`config.mk`:
```
export PLATFORM = sky130hd
export DESIGN_NAME = mips_idex_stage
export DESIGN_NICKNAME = d
export VERILOG_FILES = /design/src/rtl/mips_idex_stage.sv
export SDC_FILE = /design/constraint.sdc
export NUM_CORES = 1
export LEC_CHECK = 0
export ABC_AREA = 0
export CAP_MARGIN = 20
export CORE_AREA = 8 8 131 133
export CTS_BUF_LIST = sky130_fd_sc_hd__clkbuf_16
export DETAILED_ROUTE_END_ITERATION = 8
export DIE_AREA = 0 0 139 141
export PLACE_DENSITY = 0.8
export SYNTH_ARGS = -nofsm -noshare
export SYNTH_HDL_FRONTEND = slang
export SYNTH_SLANG_ARGS = --single-unit
```
`constraint.sdc`:
```
create_clock -name clk -period 2.15 [get_ports clk]
set_clock_uncertainty 0.15 [all_clocks]
set_input_delay 0.5375 -clock clk [delete_from_list [all_inputs] [get_ports clk]]
set_output_delay 0.5375 -clock clk [all_outputs]
set_load 0.01 [all_outputs]
```
`src/rtl/mips_idex_stage.sv`:
```
// ID/EX pipeline register, operand select and RAW hazard detection for the lab4 MIPS core.
// Build option: define MIPS_FORWARDING_EN to enable EX/MEM + MEM/WB forwarding (load-use stalls only).
module mips_idex_stage #(
   parameter int DW = 32,
   parameter int RW = 5
) (
   input  logic          clk,
   input  logic          rst_b,
   input  logic          id_valid,
   input  logic [RW-1:0] id_rs_num,
   input  logic [RW-1:0] id_rt_num,
   input  logic [DW-1:0] id_rs_data,
   input  logic [DW-1:0] id_rt_data,
   input  logic [DW-1:0] id_imm,
   input  logic          id_use_imm,
   input  logic          id_uses_rt,
   input  logic [RW-1:0] id_wr_num,
   input  logic          id_reg_we,
   input  logic          id_mem_read,
   input  logic          id_mem_write,
   input  logic [3:0]    id_alu_sel,
   input  logic [2:0]    id_brcond,
   input  logic          hold,
   input  logic          flush,
   input  logic          exmem_we,
   input  logic [RW-1:0] exmem_wr_num,
   input  logic [DW-1:0] exmem_result,
   input  logic          memwb_we,
   input  logic [RW-1:0] memwb_wr_num,
   input  logic [DW-1:0] memwb_result,
   output logic          id_stall,
   output logic          ex_valid,
   output logic [DW-1:0] alu__op1,
   output logic [DW-1:0] alu__op2,
   output logic [3:0]    alu__sel,
   output logic [2:0]    brcond,
   output logic [DW-1:0] ex_store_data,
   output logic [RW-1:0] ex_wr_num,
   output logic          ex_reg_we,
   output logic          ex_mem_read,
   output logic          ex_mem_write
);

   logic          valid_q, valid_d;
   logic [RW-1:0] rs_num_q, rs_num_d, rt_num_q, rt_num_d, wr_num_q, wr_num_d;
   logic [DW-1:0] rs_data_q, rs_data_d, rt_data_q, rt_data_d, imm_q, imm_d;
   logic          use_imm_q, use_imm_d, reg_we_q, reg_we_d;
   logic          mem_read_q, mem_read_d, mem_write_q, mem_write_d;
   logic [3:0]    alu_sel_q, alu_sel_d;
   logic [2:0]    brcond_q, brcond_d;
   logic          stall, ex_hit, mem_hit;
   logic [DW-1:0] rs_fwd, rt_fwd;

   function automatic logic reads_reg(input logic [RW-1:0] num, input logic [RW-1:0] rs,
                                      input logic [RW-1:0] rt, input logic uses_rt);
      return (num != '0) && ((num == rs) || (uses_rt && (num == rt)));
   endfunction

`ifdef MIPS_FORWARDING_EN
   function automatic logic [DW-1:0] fwd(input logic [RW-1:0] num, input logic [DW-1:0] cap);
      if (num == '0)                               return '0;
      else if (exmem_we && (exmem_wr_num == num))  return exmem_result;
      else if (memwb_we && (memwb_wr_num == num))  return memwb_result;
      else                                         return cap;
   endfunction

   // Only a load still in EX cannot be forwarded in time.
   assign ex_hit  = valid_q && mem_read_q && reads_reg(wr_num_q, id_rs_num, id_rt_num, id_uses_rt);
   assign mem_hit = 1'b0;
   assign rs_fwd  = fwd(rs_num_q, rs_data_q);
   assign rt_fwd  = fwd(rt_num_q, rt_data_q);
`else
   logic unused_nofwd;

   // Producers in EX or EX/MEM stall ID until they reach MEM/WB, where capture bypass picks them up.
   assign ex_hit       = valid_q && reg_we_q && reads_reg(wr_num_q, id_rs_num, id_rt_num, id_uses_rt);
   assign mem_hit      = exmem_we && reads_reg(exmem_wr_num, id_rs_num, id_rt_num, id_uses_rt);
   assign rs_fwd       = rs_data_q;
   assign rt_fwd       = rt_data_q;
   assign unused_nofwd = ^{exmem_result, rs_num_q, rt_num_q};
`endif

   // Suppressed under flush: the stalled ID instruction is being killed anyway.
   assign stall = rst_b && !flush && id_valid && (ex_hit || mem_hit);

   always_comb begin
      valid_d     = valid_q;
      rs_num_d    = rs_num_q;
      rt_num_d    = rt_num_q;
      rs_data_d   = rs_data_q;
      rt_data_d   = rt_data_q;
      imm_d       = imm_q;
      use_imm_d   = use_imm_q;
      wr_num_d    = wr_num_q;
      reg_we_d    = reg_we_q;
      mem_read_d  = mem_read_q;
      mem_write_d = mem_write_q;
      alu_sel_d   = alu_sel_q;
      brcond_d    = brcond_q;
      if (!hold) begin
         if (flush || stall) begin
            valid_d     = 1'b0;
            rs_num_d    = '0;
            rt_num_d    = '0;
            rs_data_d   = '0;
            rt_data_d   = '0;
            imm_d       = '0;
            use_imm_d   = 1'b0;
            wr_num_d    = '0;
            reg_we_d    = 1'b0;
            mem_read_d  = 1'b0;
            mem_write_d = 1'b0;
            alu_sel_d   = '0;
            brcond_d    = '0;
         end else begin
            // The regfile does not write through, so pick up a same-cycle writeback here.
            valid_d     = id_valid;
            rs_num_d    = id_rs_num;
            rt_num_d    = id_rt_num;
            rs_data_d   = (memwb_we && (memwb_wr_num != '0) && (memwb_wr_num == id_rs_num))
                          ? memwb_result : id_rs_data;
            rt_data_d   = (memwb_we && (memwb_wr_num != '0) && (memwb_wr_num == id_rt_num))
                          ? memwb_result : id_rt_data;
            imm_d       = id_imm;
            use_imm_d   = id_use_imm;
            wr_num_d    = id_wr_num;
            reg_we_d    = id_valid && id_reg_we;
            mem_read_d  = id_valid && id_mem_read;
            mem_write_d = id_valid && id_mem_write;
            alu_sel_d   = id_alu_sel;
            brcond_d    = id_brcond;
         end
      end
   end

   always_ff @(posedge clk or negedge rst_b) begin
      if (!rst_b) begin
         valid_q     <= 1'b0;
         rs_num_q    <= '0;
         rt_num_q    <= '0;
         rs_data_q   <= '0;
         rt_data_q   <= '0;
         imm_q       <= '0;
         use_imm_q   <= 1'b0;
         wr_num_q    <= '0;
         reg_we_q    <= 1'b0;
         mem_read_q  <= 1'b0;
         mem_write_q <= 1'b0;
         alu_sel_q   <= '0;
         brcond_q    <= '0;
      end else begin
         valid_q     <= valid_d;
         rs_num_q    <= rs_num_d;
         rt_num_q    <= rt_num_d;
         rs_data_q   <= rs_data_d;
         rt_data_q   <= rt_data_d;
         imm_q       <= imm_d;
         use_imm_q   <= use_imm_d;
         wr_num_q    <= wr_num_d;
         reg_we_q    <= reg_we_d;
         mem_read_q  <= mem_read_d;
         mem_write_q <= mem_write_d;
         alu_sel_q   <= alu_sel_d;
         brcond_q    <= brcond_d;
      end
   end

   assign id_stall      = stall;
   assign ex_valid      = valid_q;
   assign alu__op1      = rs_fwd;
   assign alu__op2      = use_imm_q ? imm_q : rt_fwd;
   assign alu__sel      = alu_sel_q;
   assign brcond        = brcond_q;
   assign ex_store_data = rt_fwd;
   assign ex_wr_num     = wr_num_q;
   assign ex_reg_we     = reg_we_q;
   assign ex_mem_read   = mem_read_q;
   assign ex_mem_write  = mem_write_q;

endmodule

```
After elaboration in Yosys (flattened, before gate mapping)
Cells that the tools add are included.
{ "totals": {"register_bits": 113, "output_inout_bits": 113} }
{ "op_classes": {"n_eq_ne": 6, "muxes": 14, "n_reduce_logical": 24} }
{ "ops": {"columns": ["operator", "n"], "rows": [
  ["two-way mux 32 bit", 6],
  ["equality test 5 bit", 6],
  ["logical AND 1 bit", 16],
  ["nonzero test 5 bit", 3],
  ["two-way mux 1 bit", 5],
  ["two-way mux 5 bit", 1],
  ["logical OR 1 bit", 4],
  ["two-way mux 4 bit", 1],
  ["two-way mux 3 bit", 1],
  ["zero test 1 bit", 1]
]} }

Logic depth before layout (Yosys ltp)
{ "logic_depth": {"word_depth": 9, "mapped_depth": 7} }

Worst setup path after synthesis
OpenSTA, ideal clock, no wires.
{ "synth_path": {"path_type": "in2reg", "startpoint": "input port memwb_wr_num[1]", "endpoint": "register rt_data_q[24] (netlist: ex_store_data[24])", "setup_time_ns": 0.121, "arrival_time_ns": 1.941, "t_required_ns": 1.879, "setup_slack_ns": -0.062, "cell_stages": 6, "path_cell_list": "or4_4 nor2_4 nor4_4 buf_8 mux2_4 a22o_1"} }
{ "synth_between": {"elab_chain_len": 5} }
{ "synth_lines": {"columns": ["element", "line_no", "rtl"], "rows": [
  ["from (decl)", "29", "input logic [RW-1:0] memwb_wr_num,"],
  ["nonzero test 5 bit", "122", "rt_data_d = (memwb_we && (memwb_wr_num != '0) && (memwb_wr_num == id_rt_num))"],
  ["logical AND 1 bit", "122", null],
  ["logical AND 1 bit (*)", "122", null],
  ["two-way mux 32 bit (*)", "123", "? memwb_result : id_rt_data;"],
  ["two-way mux 32 bit (*)", "101", "if (flush || stall) begin"],
  ["to (signal assigned)", "156", "rt_data_q <= rt_data_d;"],
  ["to (decl)", "46", "logic [DW-1:0] rs_data_q, rs_data_d, rt_data_q, rt_data_d, imm_q, imm_d;"]
]} }
Every way passes the cells marked *; elsewhere a longest branch is shown, timed or not.
A chain may end at the register's enable or synchronous reset.

Worst setup path after layout
{ "layout_path": {"startpoint": "input port exmem_wr_num[2]", "endpoint": "output port id_stall"} }
{ "layout_between": {"elab_chain_len": 7} }
{ "layout_lines": {"columns": ["element", "line_no", "rtl"], "rows": [
  ["from (decl)", "26", "input logic [RW-1:0] exmem_wr_num,"],
  ["equality test 5 bit", "56", "return (num != '0) && ((num == rs) || (uses_rt && (num == rt)));"],
  ["logical AND 1 bit", "56", null],
  ["logical OR 1 bit", "56", null],
  ["logical AND 1 bit (*)", "56", null],
  ["logical AND 1 bit (*)", "77", "assign mem_hit = exmem_we && reads_reg(exmem_wr_num, id_rs_num, id_rt_num, id_uses_rt);"],
  ["logical OR 1 bit (*)", "84", "assign stall = rst_b && !flush && id_valid && (ex_hit || mem_hit);"],
  ["logical AND 1 bit (*)", "84", null],
  ["to (decl)", "31", "output logic id_stall,"]
]} }
Marked as above.

==> metrics <==
count of flip-flops with a built-in enable after synthesis 0; delay-heaviest family, CP buffers and inverters; via count of the first global-routing pass 5856; number of nets in the finished design just under 1k; maximum single-stage delay on the critical path 0.30 ns; Routability Congestion 0.929; Worst Max-Slew Pin Slew 0.778 ns; cell type with the highest aggregate area in the netlist sky130_fd_sc_hd__dfrtp_1; drt first-iter violations 296; slowest cell on the critical path sky130_fd_sc_hd__dlygate4sd2_1; number of detailed-route iterations in the first pass 4; largest fanout on the critical path 3; Synth Area in Adders 0%; fraction of power spent switching nets 25.6%; failing checks setup timing; compound-cell area share of the yosys netlist 17.8%; Vias per Instance 5.29; Final WS setup -0.234 ns; data required time at the worst endpoint roughly 1.5 ns; Arrival @ worst endpoint ~1.7 ns; Lkg Pwr between 0.004 and 0.005 uW; overall power consumption 6850 uW; area of the placeable core 0.0150 mm^2; Crit. End Element output port; later-pin clock latency in the skew report around 0.41 ns; Worst Path Buf+Inv 3; multi-input gate area in the final layout 0.00294 mm^2; Area growth, synth to finish 86.3%; number of warnings reported in the yosys synthesis log 0; run status complete, but fails checks; area share of the leading cell type in the synthesized netlist between 40% and 50%; Power Dens Cells around 630 mW/mm^2; fraction of final layout cells sized beyond drive strength 1 36.7%; parity-gate share of the synthesized area counting xor and xnor cells 4.53%; distinct cell type count after synthesis 27; async set-or-reset flop fraction in the synthesized netlist 100%; clock tree from TritonCTS done; max frequency 419 MHz; proportion of synthesized chip area in sequential cells 48.8%; fin crit period ~2.4 ns; clock slew seen by the registers of the worst setup and hold paths around 0.06 ns; wire length of the first global-routing pass 33900 um; area share of and/or/nand/nor cells after synthesis approximately 2.8%; number of fill cells between 1k and 1.5k; setup repair after global routing missed its margin yes; root buf cell sky130_fd_sc_hd__clkbuf_16; initial core utilization 38.7%; dominant cells by area after synthesis sky130_fd_sc_hd__dfrtp_1, sky130_fd_sc_hd__a22o_1, sky130_fd_sc_hd__mux2_4; post-synthesis cell count 417; NetSw 1750 uW; register bit count reported by yosys 113; internal portion of total power 5100 uW; TritonCTS Buffers 17; type of the worst setup path in2out; sort of element at the start of the critical path input port; sum of overflow across all layers after global routing 0; Total Neg Setup Slack -2.02 ns; pins over their slew limit 0; MaxCap Viol Count 0; aggregate routed wire length 23100 um; maximum ir drop on the vdd rail approximately 0.53 mV; Clock power frac 38.5%; hpwl dp 15200 um; H-tree depth 4; syn_area_per_cell 13.9 um^2; chain of cells forming the critical path dlygate4sd2_1, xnor2_1, nand4_1, o22ai_2, a22oi_2, inv_1, buf_6; horizontal die dimension around 140 um; fraction of the core area covered by cells at the end of the flow 72.1%; Inserted Diodes 0; most used flip-flop cell after synthesis sky130_fd_sc_hd__dfrtp_1; vias 5185; largest buffer count on any clock path 2; portion of total power attributed to sequential cells 35.4%; total area of sequential cells about 0.0028 mm^2; synthesized cell area 0.00580 mm^2; Vert. Die Dim 141 um; portion of the clock cycle consumed by the worst path in the final layout 111%; IO Count about 320; Final Hold Fails 0; combinational share of power 26.0%; input/output buffers 284; residual DRC count 0; final antenna-violating net count 0; mux share of post-synthesis cell area between 20 and 25%; overall die area 0.0196 mm^2; final setup violation count 50; GRT Overall Usage 22.4%; pin count of the biggest net entering global routing 115; routed length per placed instance 23.5 um; Synth Net Count between 600 and 700; worst slew margin relative to its limit 48.2%; number of antenna violations at the first check in global routing 0; Clock Sink Count 113; worst hold path class in2async; total number of placement rows between 40 and 50; main combinational cell family by area after synthesis multiplexers
## metrics by stage
step | instance area, um^2 | setup WS [ns] | std cells | hold slack [ns]
floorplan | 5800 | -0.0620 | 417 | 0.0919
global placement | 9220 | -0.876 | 908 | 0.297
detailed placement | 9220 | -0.929 | 908 | 0.298
CTS | 10600 | -0.188 | 973 | 0.136
global route | 10800 | -0.271 | 980 | 0.166
finish | 10800 | -0.234 | 980 | 0.117
## cells by family (layout without fill, tap and decap cells)
logic type / count (synthesis) / after routing
AOI/OAI and AO/OA: 119 / 119
DFF: 113 / 113
muxes: 96 / 96
buffers and inverters: 36 / 411
xor gates and xnor gates: 30 / 30
and+or+nand+nor: 23 / 23
## final cells by class
| type | count | area share, % |
|---|---|---|
| tap | 188 | 2.18 |
| timing repair buffer | 378 | 39.3 |
| clock buffer | 17 | 3.94 |
| inverter | 1 | 0.0348 |
| sequential | 113 | 26.2 |
| clock inverter | 15 | 1.19 |
| multi-input combinational | 268 | 27.2 |
## power groups by stage
| stage | combinational (uW) | clock (uW) | sequential, uW |
|---|---|---|---|
| 2_1_floorplan | 535 | 0 | 2480 |
| 3_3_place_gp | 1520 | 0 | 2450 |
| 3_5_place_dp | 1550 | 0 | 2450 |
| 4_1_cts | 1740 | 2680 | 2420 |
| 5_1_grt | 1880 | 2780 | 2450 |
| 6_report | 1780 | 2640 | 2430 |
## layout by cell type, fill, tap and decap left out, drive strengths merged, types with 3 or more instances in the layout
cell           count
nand4              5
a32o               3
clkinv             7
clkdlybuf4s50    221
nand2              4
nor2               3
buf              132
clkinvlp           3
inv                4
nand3              3
dlygate4sd2       12
mux2              96
a22o             110
dfrtp            113
clkbuf            27
xnor2             26
xor2               4
## flip-flops by register name, summed over array words and instances (netlist names)
signal         count
alu__op1          32
alu__sel           4
brcond             3
ex_mem_read        1
ex_mem_write       1
ex_reg_we          1
ex_store_data     32
ex_valid           1
ex_wr_num          5
imm_q             32
use_imm_q          1
## Yosys cell counts (3+ instances only)
cell / instances
sky130_fd_sc_hd__nand4_1: 5
sky130_fd_sc_hd__a32o_1: 3
sky130_fd_sc_hd__a22o_1: 110
sky130_fd_sc_hd__dfrtp_1: 113
sky130_fd_sc_hd__xor2_1: 4
sky130_fd_sc_hd__mux2_4: 60
sky130_fd_sc_hd__mux2_2: 32
sky130_fd_sc_hd__clkbuf_1: 18
sky130_fd_sc_hd__nand2_1: 4
sky130_fd_sc_hd__mux2_1: 4
sky130_fd_sc_hd__buf_8: 3
sky130_fd_sc_hd__buf_2: 11
sky130_fd_sc_hd__buf_6: 3
sky130_fd_sc_hd__xnor2_1: 26
sky130_fd_sc_hd__nand3_1: 3
## layer usage
layer	up-vias	GRT usage [%]	part of all wire (%)
met5	-	0	0
met4	0	7.34	2.6
met3	47	6.95	6.3
met2	228	40.8	52
met1	2583	24.5	39
li1	2327	-	-
## repair_timing
item,CTS,global route
hold endpoints to repair,2,0
pin swaps,54,55
resized for setup,306,32
cloned,12,7
hold buffers,1,0
setup endpoints to repair,139,136
setup buffers,23,6
## path summary, 6_finish.rpt
check	startpoint	endpoint	slack (ns)	depth (start not counted)
min in group clk	ex_mem_read	ex_mem_read	0.34	1
max in group asynchronous	rst_b	use_imm_q	1.12	2
worst max-delay path	exmem_wr_num[2]	id_stall	-0.23	7
worst min register to register	ex_mem_read	ex_mem_read	0.34	1
worst min-delay path	rst_b	ex_reg_we	0.12	2
worst max register to register	ex_wr_num[0]	brcond[2]	-0.01	9
Power figures use the tool's default switching activity.
